**config.mk**
```make
export PLATFORM = sky130hd
export DESIGN_NAME = kmul_rr_scheduler_flat
export DESIGN_NICKNAME = d
export VERILOG_FILES = /design/src/rtl/kmul_pkg.sv /design/src/rtl/kmul_rr_scheduler_if.sv /design/src/rtl/kmul_tag_pipe.sv /design/src/rtl/kmul_rr_scheduler.sv /design/src/flat_wrapper.sv
export SDC_FILE = /design/constraint.sdc
export NUM_CORES = 1
export LEC_CHECK = 0
export ABC_AREA = 0
export CAP_MARGIN = 40
export CORE_AREA = 3 3 180 182
export DETAILED_ROUTE_END_ITERATION = 10
export DIE_AREA = 0 0 183 185
export GPL_ROUTABILITY_DRIVEN = 0
export GPL_TIMING_DRIVEN = 0
export PLACE_DENSITY = 0.77
export SLEW_MARGIN = 20
export SYNTH_ARGS = -nofsm -noshare
export SYNTH_HDL_FRONTEND = slang
export SYNTH_SLANG_ARGS = --single-unit
```
**constraint.sdc**
```tcl
create_clock -name clk -period 6.2 [get_ports clk]
set_input_delay 1.24 -clock clk [delete_from_list [all_inputs] [get_ports clk]]
set_output_delay 1.24 -clock clk [all_outputs]
set_load 0.01 [all_outputs]
```
**src/rtl/kmul_pkg.sv**
```systemverilog
`default_nettype none
// ============================================================================
//  Module : kmul_pkg
//  Brief  : Shared types, widths and the round-robin pick helper for the
//           Karatsuba multiplier scheduler.
//  Rev    : 1.0  initial release
// ============================================================================
package kmul_pkg;

    typedef enum logic [1:0] {
        RUN   = 2'd0,
        DRAIN = 2'd1,
        DONE  = 2'd2
    } kmul_sched_state_e;

    localparam int LOGQ_DEF = 64;
    localparam int OPW      = LOGQ_DEF / 2;
    localparam int RESW     = LOGQ_DEF;

    typedef struct packed {
        logic       hit;
        logic [2:0] idx;
    } rr_pick_t;

    // Scans ptr+1, ptr+2, ... modulo n (n <= 8) and returns the first valid index.
    function automatic rr_pick_t rr_pick(input logic [7:0] valid, input logic [2:0] ptr, input int n);
        rr_pick_t r;
        int       j;
        r = '0;
        for (int k = 1; k <= 8; k++) begin
            j = (int'(ptr) + k) % n;
            if (k <= n && !r.hit && valid[3'(j)]) begin
                r.hit = 1'b1;
                r.idx = 3'(j);
            end
        end
        return r;
    endfunction

endpackage
`default_nettype wire

```
**src/rtl/kmul_rr_scheduler_if.sv**
```systemverilog
`default_nettype none
// ============================================================================
//  Module : kmul_rr_scheduler_if
//  Brief  : Requester, multiplier, result and flush signals of the scheduler.
//  Rev    : 1.0  initial release
// ============================================================================
interface kmul_rr_scheduler_if #(
    parameter int NUM_REQ = 4,
    parameter int LOGQ    = 64,
    parameter int ID_W    = 2
);
    logic [NUM_REQ-1:0]            req_valid;
    logic [NUM_REQ-1:0]            req_ready;
    logic [NUM_REQ*(LOGQ/2)-1:0]   req_a;
    logic [NUM_REQ*(LOGQ/2)-1:0]   req_b;
    logic [LOGQ/2-1:0]             mul_a;
    logic [LOGQ/2-1:0]             mul_b;
    logic [LOGQ-1:0]               mul_c;
    logic                          res_valid;
    logic [ID_W-1:0]               res_id;
    logic [LOGQ-1:0]               res_c;
    logic                          flush_req;
    logic                          flush_done;
    logic                          busy;

    modport master (
        output req_valid, req_a, req_b, mul_c, flush_req,
        input  req_ready, mul_a, mul_b, res_valid, res_id, res_c, flush_done, busy
    );

    modport slave (
        input  req_valid, req_a, req_b, mul_c, flush_req,
        output req_ready, mul_a, mul_b, res_valid, res_id, res_c, flush_done, busy
    );
endinterface
`default_nettype wire

```
**src/rtl/kmul_tag_pipe.sv**
```systemverilog
`default_nettype none
// ============================================================================
//  Module : kmul_tag_pipe
//  Brief  : Valid+ID shift register that tracks ops through the multiplier.
//  Rev    : 1.0  initial release
// ============================================================================
module kmul_tag_pipe #(
    parameter int DEPTH = 4,
    parameter int ID_W  = 2
) (
    input  logic            clk,
    input  logic            rst,
    input  logic            in_valid,
    input  logic [ID_W-1:0] in_id,
    output logic            out_valid,
    output logic [ID_W-1:0] out_id,
    output logic            any_valid
);
    logic [DEPTH-1:0] vld;
    logic [ID_W-1:0]  ids [DEPTH];

    always_ff @(posedge clk or posedge rst) begin
        if (rst) begin
            vld <= '0;
            for (int i = 0; i < DEPTH; i++) ids[i] <= '0;
        end else begin
            vld[0] <= in_valid;
            ids[0] <= in_id;
            for (int i = 1; i < DEPTH; i++) begin
                vld[i] <= vld[i-1];
                ids[i] <= ids[i-1];
            end
        end
    end

    assign out_valid = vld[DEPTH-1];
    assign out_id    = ids[DEPTH-1];
    assign any_valid = |vld;
endmodule
`default_nettype wire

```
**src/rtl/kmul_rr_scheduler.sv**
```systemverilog
`default_nettype none
// ============================================================================
//  Module : kmul_rr_scheduler
//  Brief  : Round-robin sharing of one pipelined multiplier with tagged results
//           and a flush/drain FSM. Optional counters: KMUL_SCHED_STATS_EN.
//  Rev    : 1.0  initial release
// ============================================================================
module kmul_rr_scheduler
    import kmul_pkg::*;
#(
    parameter int LOGQ        = 64,
    parameter int NUM_REQ     = 4,
    parameter int ID_W        = 2,
    parameter int MUL_LATENCY = 4
) (
    input  logic                      clk,
    input  logic                      rst,
    kmul_rr_scheduler_if.slave        bus
`ifdef KMUL_SCHED_STATS_EN
    ,
    output logic [31:0]               stat_accepts,
    output logic [31:0]               stat_stall
`endif
);
    localparam int OP_W = LOGQ / 2;

    kmul_sched_state_e   state;
    logic [ID_W-1:0]     ptr;
    rr_pick_t            pick;
    logic                grant_en;
    logic [ID_W-1:0]     grant_id;
    logic [NUM_REQ-1:0]  ready;
    logic [OP_W-1:0]     sel_a;
    logic [OP_W-1:0]     sel_b;

    logic [OP_W-1:0]     mul_a_q;
    logic [OP_W-1:0]     mul_b_q;
    logic                issue_vld;
    logic [ID_W-1:0]     issue_id;
    logic                pipe_vld;
    logic [ID_W-1:0]     pipe_id;
    logic                pipe_any;
    logic                res_vld_q;
    logic [ID_W-1:0]     res_id_q;
    logic [LOGQ-1:0]     res_c_q;
    logic                flush_done_q;
    logic                drained;

    always_comb begin
        pick     = rr_pick(8'(bus.req_valid), 3'(ptr), NUM_REQ);
        grant_en = !rst && (state == RUN) && !bus.flush_req && pick.hit;
        grant_id = ID_W'(pick.idx);
        ready    = '0;
        if (grant_en) ready[grant_id] = 1'b1;
        sel_a    = bus.req_a[grant_id*OP_W +: OP_W];
        sel_b    = bus.req_b[grant_id*OP_W +: OP_W];
    end

    // Issue stage: the tag register sits alongside mul_a/mul_b.
    always_ff @(posedge clk or posedge rst) begin
        if (rst) begin
            ptr       <= ID_W'(NUM_REQ - 1);
            mul_a_q   <= '0;
            mul_b_q   <= '0;
            issue_vld <= 1'b0;
            issue_id  <= '0;
        end else begin
            issue_vld <= grant_en;
            issue_id  <= grant_en ? grant_id : '0;
            mul_a_q   <= grant_en ? sel_a : '0;
            mul_b_q   <= grant_en ? sel_b : '0;
            if (grant_en) ptr <= grant_id;
        end
    end

    kmul_tag_pipe #(
        .DEPTH (MUL_LATENCY),
        .ID_W  (ID_W)
    ) u_tag_pipe (
        .clk       (clk),
        .rst       (rst),
        .in_valid  (issue_vld),
        .in_id     (issue_id),
        .out_valid (pipe_vld),
        .out_id    (pipe_id),
        .any_valid (pipe_any)
    );

    always_ff @(posedge clk or posedge rst) begin
        if (rst) begin
            res_vld_q <= 1'b0;
            res_id_q  <= '0;
            res_c_q   <= '0;
        end else begin
            res_vld_q <= pipe_vld;
            if (pipe_vld) begin
                res_id_q <= pipe_id;
                res_c_q  <= bus.mul_c;
            end
        end
    end

    // Nothing left upstream of the result register, so after this edge it is empty too.
    assign drained = !issue_vld && !pipe_any;

    always_ff @(posedge clk or posedge rst) begin
        if (rst) begin
            state        <= RUN;
            flush_done_q <= 1'b0;
        end else begin
            case (state)
                RUN: begin
                    if (bus.flush_req) state <= DRAIN;
                end
                DRAIN: begin
                    if (!bus.flush_req) begin
                        state <= RUN;
                    end else if (drained) begin
                        state        <= DONE;
                        flush_done_q <= 1'b1;
                    end
                end
                DONE: begin
                    if (!bus.flush_req) begin
                        state        <= RUN;
                        flush_done_q <= 1'b0;
                    end
                end
                default: begin
                    state        <= RUN;
                    flush_done_q <= 1'b0;
                end
            endcase
        end
    end

`ifdef KMUL_SCHED_STATS_EN
    always_ff @(posedge clk or posedge rst) begin
        if (rst) begin
            stat_accepts <= '0;
            stat_stall   <= '0;
        end else if (state == DONE && !bus.flush_req) begin
            stat_accepts <= '0;
            stat_stall   <= '0;
        end else begin
            if (grant_en) stat_accepts <= stat_accepts + 32'd1;
            if ((|bus.req_valid) && !grant_en && (state != DONE))
                stat_stall <= stat_stall + 32'd1;
        end
    end
`endif

    assign bus.req_ready  = ready;
    assign bus.mul_a      = mul_a_q;
    assign bus.mul_b      = mul_b_q;
    assign bus.res_valid  = res_vld_q;
    assign bus.res_id     = res_id_q;
    assign bus.res_c      = res_c_q;
    assign bus.flush_done = flush_done_q;
    assign bus.busy       = issue_vld || pipe_any;
endmodule
`default_nettype wire

```
**src/flat_wrapper.sv**
```systemverilog
// flat-port wrapper written by rule: the top's interface ports become plain ports
module kmul_rr_scheduler_flat import kmul_pkg::*;
#(
    parameter int LOGQ        = 64,
    parameter int NUM_REQ     = 4,
    parameter int ID_W        = 2,
    parameter int MUL_LATENCY = 4
)
  (clk, rst, bus_req_valid, bus_req_a, bus_req_b, bus_mul_c, bus_flush_req, bus_req_ready, bus_mul_a, bus_mul_b, bus_res_valid, bus_res_id, bus_res_c, bus_flush_done, bus_busy);
  kmul_rr_scheduler_if #(.NUM_REQ(NUM_REQ), .LOGQ(LOGQ), .ID_W(ID_W)) bus_i ();
  input  logic clk;
  input  logic rst;
  input wire logic [$bits(bus_i.req_valid)-1:0] bus_req_valid;
  input wire logic [$bits(bus_i.req_a)-1:0] bus_req_a;
  input wire logic [$bits(bus_i.req_b)-1:0] bus_req_b;
  input wire logic [$bits(bus_i.mul_c)-1:0] bus_mul_c;
  input wire logic [$bits(bus_i.flush_req)-1:0] bus_flush_req;
  output wire logic [$bits(bus_i.req_ready)-1:0] bus_req_ready;
  output wire logic [$bits(bus_i.mul_a)-1:0] bus_mul_a;
  output wire logic [$bits(bus_i.mul_b)-1:0] bus_mul_b;
  output wire logic [$bits(bus_i.res_valid)-1:0] bus_res_valid;
  output wire logic [$bits(bus_i.res_id)-1:0] bus_res_id;
  output wire logic [$bits(bus_i.res_c)-1:0] bus_res_c;
  output wire logic [$bits(bus_i.flush_done)-1:0] bus_flush_done;
  output wire logic [$bits(bus_i.busy)-1:0] bus_busy;
  assign bus_i.req_valid = bus_req_valid;
  assign bus_i.req_a = bus_req_a;
  assign bus_i.req_b = bus_req_b;
  assign bus_i.mul_c = bus_mul_c;
  assign bus_i.flush_req = bus_flush_req;
  assign bus_req_ready = bus_i.req_ready;
  assign bus_mul_a = bus_i.mul_a;
  assign bus_mul_b = bus_i.mul_b;
  assign bus_res_valid = bus_i.res_valid;
  assign bus_res_id = bus_i.res_id;
  assign bus_res_c = bus_i.res_c;
  assign bus_flush_done = bus_i.flush_done;
  assign bus_busy = bus_i.busy;
  kmul_rr_scheduler #(.LOGQ(LOGQ), .NUM_REQ(NUM_REQ), .ID_W(ID_W), .MUL_LATENCY(MUL_LATENCY)) u_core (.clk(clk), .rst(rst), .bus(bus_i));
endmodule
```
==> reports/results.tsv, run 1 <==
metric	value	unit
die_y	185	µm
yosys_warnings	0	
cts_buffers	17	
setup_viol	0	
rsz0062_at_grt	false	
grt_usage	27.3	%
maxCapViolations	0	
htreeDepth	4	
hold_slack	0.350	ns
clockBufferDepth	2	
cts_setup_buffers	0	
synth_ff_type	dfrtp_1	
rows	64	
max_freq	0.188	GHz
async_reset_ff_share	100	%
syn_nets	1454	
powerDensity	300	nW/µm²
die_w	183	µm
num_vias	12300	
grt_pass1_vias	12100	
hold_violations	0	
antenna_left	0	
synth_commonest_cells	o211ai_1 (384), dfrtp_1 (149), nor2b_1 (133), a22oi_1 (128), clkbuf_1 (105)	
synth-edff-count	0	
finClkSkew	0.0104	ns
grt_max_degree	77	
fin_crit	5.32	ns
drt-pass1-iter-count	5	
fin_nets	1939	
drt_iter0_markers	1128	
post_dp_cell_area	15900	µm²
insertion_delay	0.44	ns
crit_path_end_kind	output pin	
cp_max_fo	10	
initial_core_util	34.9	%
wl_per_cell	24.0	µm
syn_avg_cell_area	9.51	µm²
core	30700	µm²
hp-class	flip-flop to flip-flop	
dp_hpwl	35.9	mm
syn_inst	1127	
vias_per_cell	6.08	
crit_type	input port to output pin	
ys_seq_elements	151	
yosys.area.top_type	dfrtp_1	
required	4.96	ns
worstMarginPinSlew	0.747	ns
yosys.cell_count.top_type	o211ai_1	
area_growth	54.3	%
arrival	4.08	ns
path_clk_slew	0.07	ns
fin_crit_sh	85.9	%
cts-root-buf	clkbuf_16	
clkSinkCount	151	
yosysTopAreaCellShare	34.8	%
dp_slack	0.856	ns
postCtsHoldBufs	0	
antenna_found_initial	5	
peakVddDrop	0.196	mV
final_layout_size_suffix_gt1_share	9.11	%
tritoncts	done	
drt_drc_violations_left	0	
p_leak	5.90	nW
yosys.cell_types.count	34	
status	completed	
dieArea	33900	µm²
finalInstanceArea	16500	µm²
gr-total-overflow	0	
finalWirelength	48.7	mm
syn_area	10700	µm²
port_buffers	463	
grt_pass1_wl	71.7	mm
synth_area_leaders	dfrtp_1 (35%), o211ai_1 (27%), a22oi_1 (9.0%), nor2b_1 (7.8%), mux2_2 (7.0%)	
startpoint_type	input port	
setup_slack	0.877	ns
seq_area_frac_synth	35.3	%
timing.slew.headroom	50.2	%
ctsResizeCount	0	
ios	464	
slew_viol_final	0	
[metrics by stage]
step	utilization (%)	TNS (ns)	std cells	total power, mW
floorplan	-	0	1127	2.69
finish	53.8	0	2025	4.97
CTS	53.7	0	2021	4.97
global route	53.8	0	2023	5.23
detailed placement	51.7	0	1989	3.87
global placement	51.5	-225.64	1986	3.80
[state kept, by name, summed over array words and instances, names as in the netlist]
register and cells:
u_core.bus.res_c 64, u_core.issue_id 2, u_core.bus.mul_a 32, u_core.state 2
u_core.bus.flush_done 1, u_core.u_tag_pipe.out_id 2, u_core.bus.res_id 2, u_core.issue_vld 1
u_core.ptr 2, u_core.u_tag_pipe.ids 6, u_core.bus.res_valid 1, u_core.u_tag_pipe.vld 4
u_core.bus.mul_b 32
[kinds of logic after synthesis]
kind of cell	Yosys count	share of synthesized area [%]
AO/OA/AOI/OAI	589	42.1
buffers and inverters	168	6.61
flip-flops	151	35.3
AND/OR/NAND/NOR	151	8.92
multiplexers	68	7.13
[cell type report]
class,instances,area [µm²]
Buffer,162,686
Fill cell,2725,14200
Sequential cell,151,3780
Tap cell,396,495
Inverter,6,30.0
Antenna cell,4,10.0
Clock inverter,15,196
Clock buffer,17,425
Timing Repair Buffer,466,4680
Multi-Input combinational cell,808,6230
[worst paths after layout]
kind / startpoint / endpoint / slack, ns / cells after the start
worst max-delay path: bus_flush_req / bus_req_ready[0] / 0.88 / 8
worst min-delay path: u_core.issue_id[1] / u_core.u_tag_pipe.ids[7] / 0.35 / 0
worst max register to register: u_core.ptr[0] / u_core.bus.mul_a[16] / 3.63 / 6
worst min register to register: u_core.issue_id[1] / u_core.u_tag_pipe.ids[7] / 0.35 / 0
max in group asynchronous: rst / u_core.bus.mul_b[30] / 4.02 / 3
min in group asynchronous: rst / u_core.bus.res_c[15] / 1.37 / 2
[critical path, stage by stage]
cell	delay (ns)
clkdlybuf4s50_1	0.50
nor4_4	0.40
o41ai_4	0.21
a31oi_1	0.32
buf_4	0.29
buf_2	0.37
and2_1	0.20
clkdlybuf4s50_1	0.54
[metal layers]
layer	vias up	share of wire, %	track usage, %
met1	5920	39	34.4
met4	4	4.3	13.0
met2	770	48	45.2
met5	-	0.047	0
li1	5492	-	-
met3	132	8.6	5.34
[report_power, final]
part | leakage, nW | internal [mW] | switching, mW
Sequential | 1.93 | 1.21 | 0.117
Combinational | 3.66 | 1.17 | 1.38
Clock | 0.301 | 0.554 | 0.538
[placed cells by master (no fill, tap or decap), types with 2 or more instances in the layout]
master           count
nor2_1               2
nand2_1              3
clkbuf_1           105
a22oi_1            128
nand2b_1             2
diode_2              4
buf_2               35
o211ai_1           384
inv_1                5
a21oi_1              2
a22o_1              64
clkbuf_16           17
nor2b_1            133
mux2_2              67
o21ai_0              2
buf_6                6
inv_8                6
a21o_1               3
o22ai_1              2
dfstp_2              2
clkinv_4             2
and2_1               3
clkinv_8             6
clkdlybuf4s50_1    463
dfrtp_1            149
buf_1               17
Note: power is estimated with default switching activity, not from simulation.
==> run 2, diff against run 1 <==
GPL_ROUTABILITY_DRIVEN = default   (was 0)
==> run 2 against run 1 <==
Wire length is 0.14% higher. Sequential cell count stayed put. Cell area hardly changed. Clock-buffer cell count stayed put. Critical path depth stayed put. Global-route usage is 0.23 points higher. Clock power hardly changed. Sequential share of layout area hardly changed. Non-clock buffer count stayed put. Hold slack hardly changed. Setup slack worse by 0.040 ns.
==> reports/results.tsv, run 2 (synthesized netlist as in run 1, its figures left out) <==
metric	value	unit	change
status	completed		
nFillCells	2757		+1.2%
tritoncts	done		
dp_slack	0.804	ns	-0.0522 ns
wl_per_cell	24.1	µm	+0.24%
grt_usage	27.5	%	+0.23 points
cts_setup_buffers	0		unchanged
slowest_delay	0.55	ns	about the same
core	30700	µm²	unchanged
max_freq	0.186	GHz	-0.74%
dp_hpwl	36.1	mm	+0.76%
die_y	185	µm	unchanged
grt_max_degree	80		+3.9%
gr-total-overflow	0		unchanged
setup_viol	0		unchanged
post_dp_cell_area	15900	µm²	about the same
path_buf_inv	4		unchanged
slowest_stage	clkdlybuf4s50_1		
required	4.96	ns	about the same
fin_cells	2023		-0.099%
cts_buffers	17		unchanged
ctsResizeCount	0		unchanged
drt_drc_violations_left	0		unchanged
port_buffers	463		unchanged
die_w	183	µm	unchanged
clkSinkCount	151		unchanged
final-seq-area	3780	µm²	unchanged
grt_pass1_wl	72.5	mm	+1.1%
antenna_left	0		unchanged
hp-class	flip-flop to flip-flop		
gp_congestion	0.946		
critPathTopFamily	buffers and inverters		
multi_input_area	6230	µm²	unchanged
crit_path_end_kind	output pin		
startpoint_type	input port		
setup_slack	0.837	ns	-0.0398 ns
fin_crit_sh	86.5	%	+0.64 points
placed_cells	1989		unchanged
hold_slack	0.350	ns	+0.000195 ns
fin_nets	1939		unchanged
final_cell_mix	clkdlybuf4s50_1 (463), o211ai_1 (384), dfrtp_1 (149)		
arrival	4.12	ns	+0.04 ns
cp_max_fo	10		unchanged
vias_per_cell	6.02		-0.98%
maxCapViolations	0		unchanged
ios	464		unchanged
finalInstanceArea	16500	µm²	about the same
path_clk_slew	0.07	ns	about the same
timing.slew.headroom	45.1	%	-5.1 points
postCtsHoldBufs	0		unchanged
final_common_cell	clkdlybuf4s50_1		
grt_pass1_vias	12200		+0.46%
powerDensity	301	nW/µm²	+0.15%
hold_violations	0		unchanged
crit_path_frequent_cell	clkdlybuf4s50_1		
finClkSkew	0.0110	ns	+0.000563 ns
fin_crit	5.36	ns	+0.0398 ns
cts-root-buf	clkbuf_16		
path_cells	clkdlybuf4s50_1 > nor4_4 > o41ai_4 > a31oi_1 > buf_4 > buf_2 > and2_1 > clkdlybuf4s50_1		
insertion_delay	0.43	ns	about the same
finalWirelength	48.8	mm	+0.14%
utilization	53.8	%	about the same
initial_core_util	34.9	%	unchanged
num_vias	12200		-1.1%
rsz0062_at_grt	false		
drt-pass1-iter-count	5		unchanged
clockBufferDepth	2		unchanged
htreeDepth	4		unchanged
final_layout_size_suffix_gt1_share	9.11	%	unchanged
p_leak	5.90	nW	about the same
dieArea	33900	µm²	unchanged
largest_reg_flops	64		unchanged
worstMarginPinSlew	0.824	ns	+0.0764 ns
drt_iter0_markers	943		-16%
peakVddDrop	0.182	mV	-7.2%
rows	64		unchanged
antenna_found_initial	5		unchanged
area_growth	54.3	%	about the same
crit_type	input port to output pin		
slew_viol_final	0		unchanged
-- run 2: path summary, 6_finish.rpt --
check	from	endpoint	slack, ns	cells past startpoint
min	u_core.u_tag_pipe.ids[4]	u_core.u_tag_pipe.ids[2]	0.35	0
min in group asynchronous	rst	u_core.bus.mul_a[21]	1.37	2
max reg2reg	u_core.ptr[0]	u_core.bus.mul_a[16]	3.57	6
max	bus_flush_req	bus_req_ready[0]	0.84	8
max in group asynchronous	rst	u_core.bus.mul_b[11]	4.06	3
min reg2reg	u_core.u_tag_pipe.ids[4]	u_core.u_tag_pipe.ids[2]	0.35	0
-- run 2: final cells by class --
cell class                 instances  share of cell area (%)
antenna                            2                  0.0303
buffer                           162                    4.15
clock buffer                      17                    2.57
clock inverter                    15                    1.19
inverter                           6                   0.182
multi-input combinational        808                    37.7
sequential                       151                    22.9
tap                              396                    3.00
timing repair buffer             466                    28.4
-- run 2: metal layers --
| metal | GRT usage [%] | share of wire (%) |
|---|---|---|
| met1 | 34.6 | 40 |
| met2 | 46.1 | 48 |
| met3 | 6.78 | 8.5 |
| met4 | 10.4 | 4.0 |
| met5 | 0 | 0.047 |
-- run 2: through the flow --
stage	TNS, ns	total power, mW
6_report	0	4.97
5_1_grt	0	5.24
4_1_cts	0	4.97
3_5_place_dp	0	3.87
3_3_place_gp	-225.66	3.81
2_1_floorplan	0	2.69
-- run 2: where the power goes --
part | total (mW) | internal (mW) | switching, mW
clock network | 1.09 | 0.554 | 0.538
logic | 2.55 | 1.17 | 1.39
registers | 1.33 | 1.21 | 0.118
==> run 3, diff against run 2 <==
clock period = 6.7 ns   (was 6.2 ns; I/O delays follow)
==> results of run 3 <==
The final DEF is identical to that of run 2. Status: completed.
Among the figures that moved: setup slack after placement 0.804 ns -> 1.10 ns; setup slack after layout 0.837 ns -> 1.14 ns; register-to-register setup slack 3.57 ns -> 4.07 ns; total power 4.97 mW -> 4.60 mW; worst IR drop on VDD 0.182 mV -> 0.168 mV
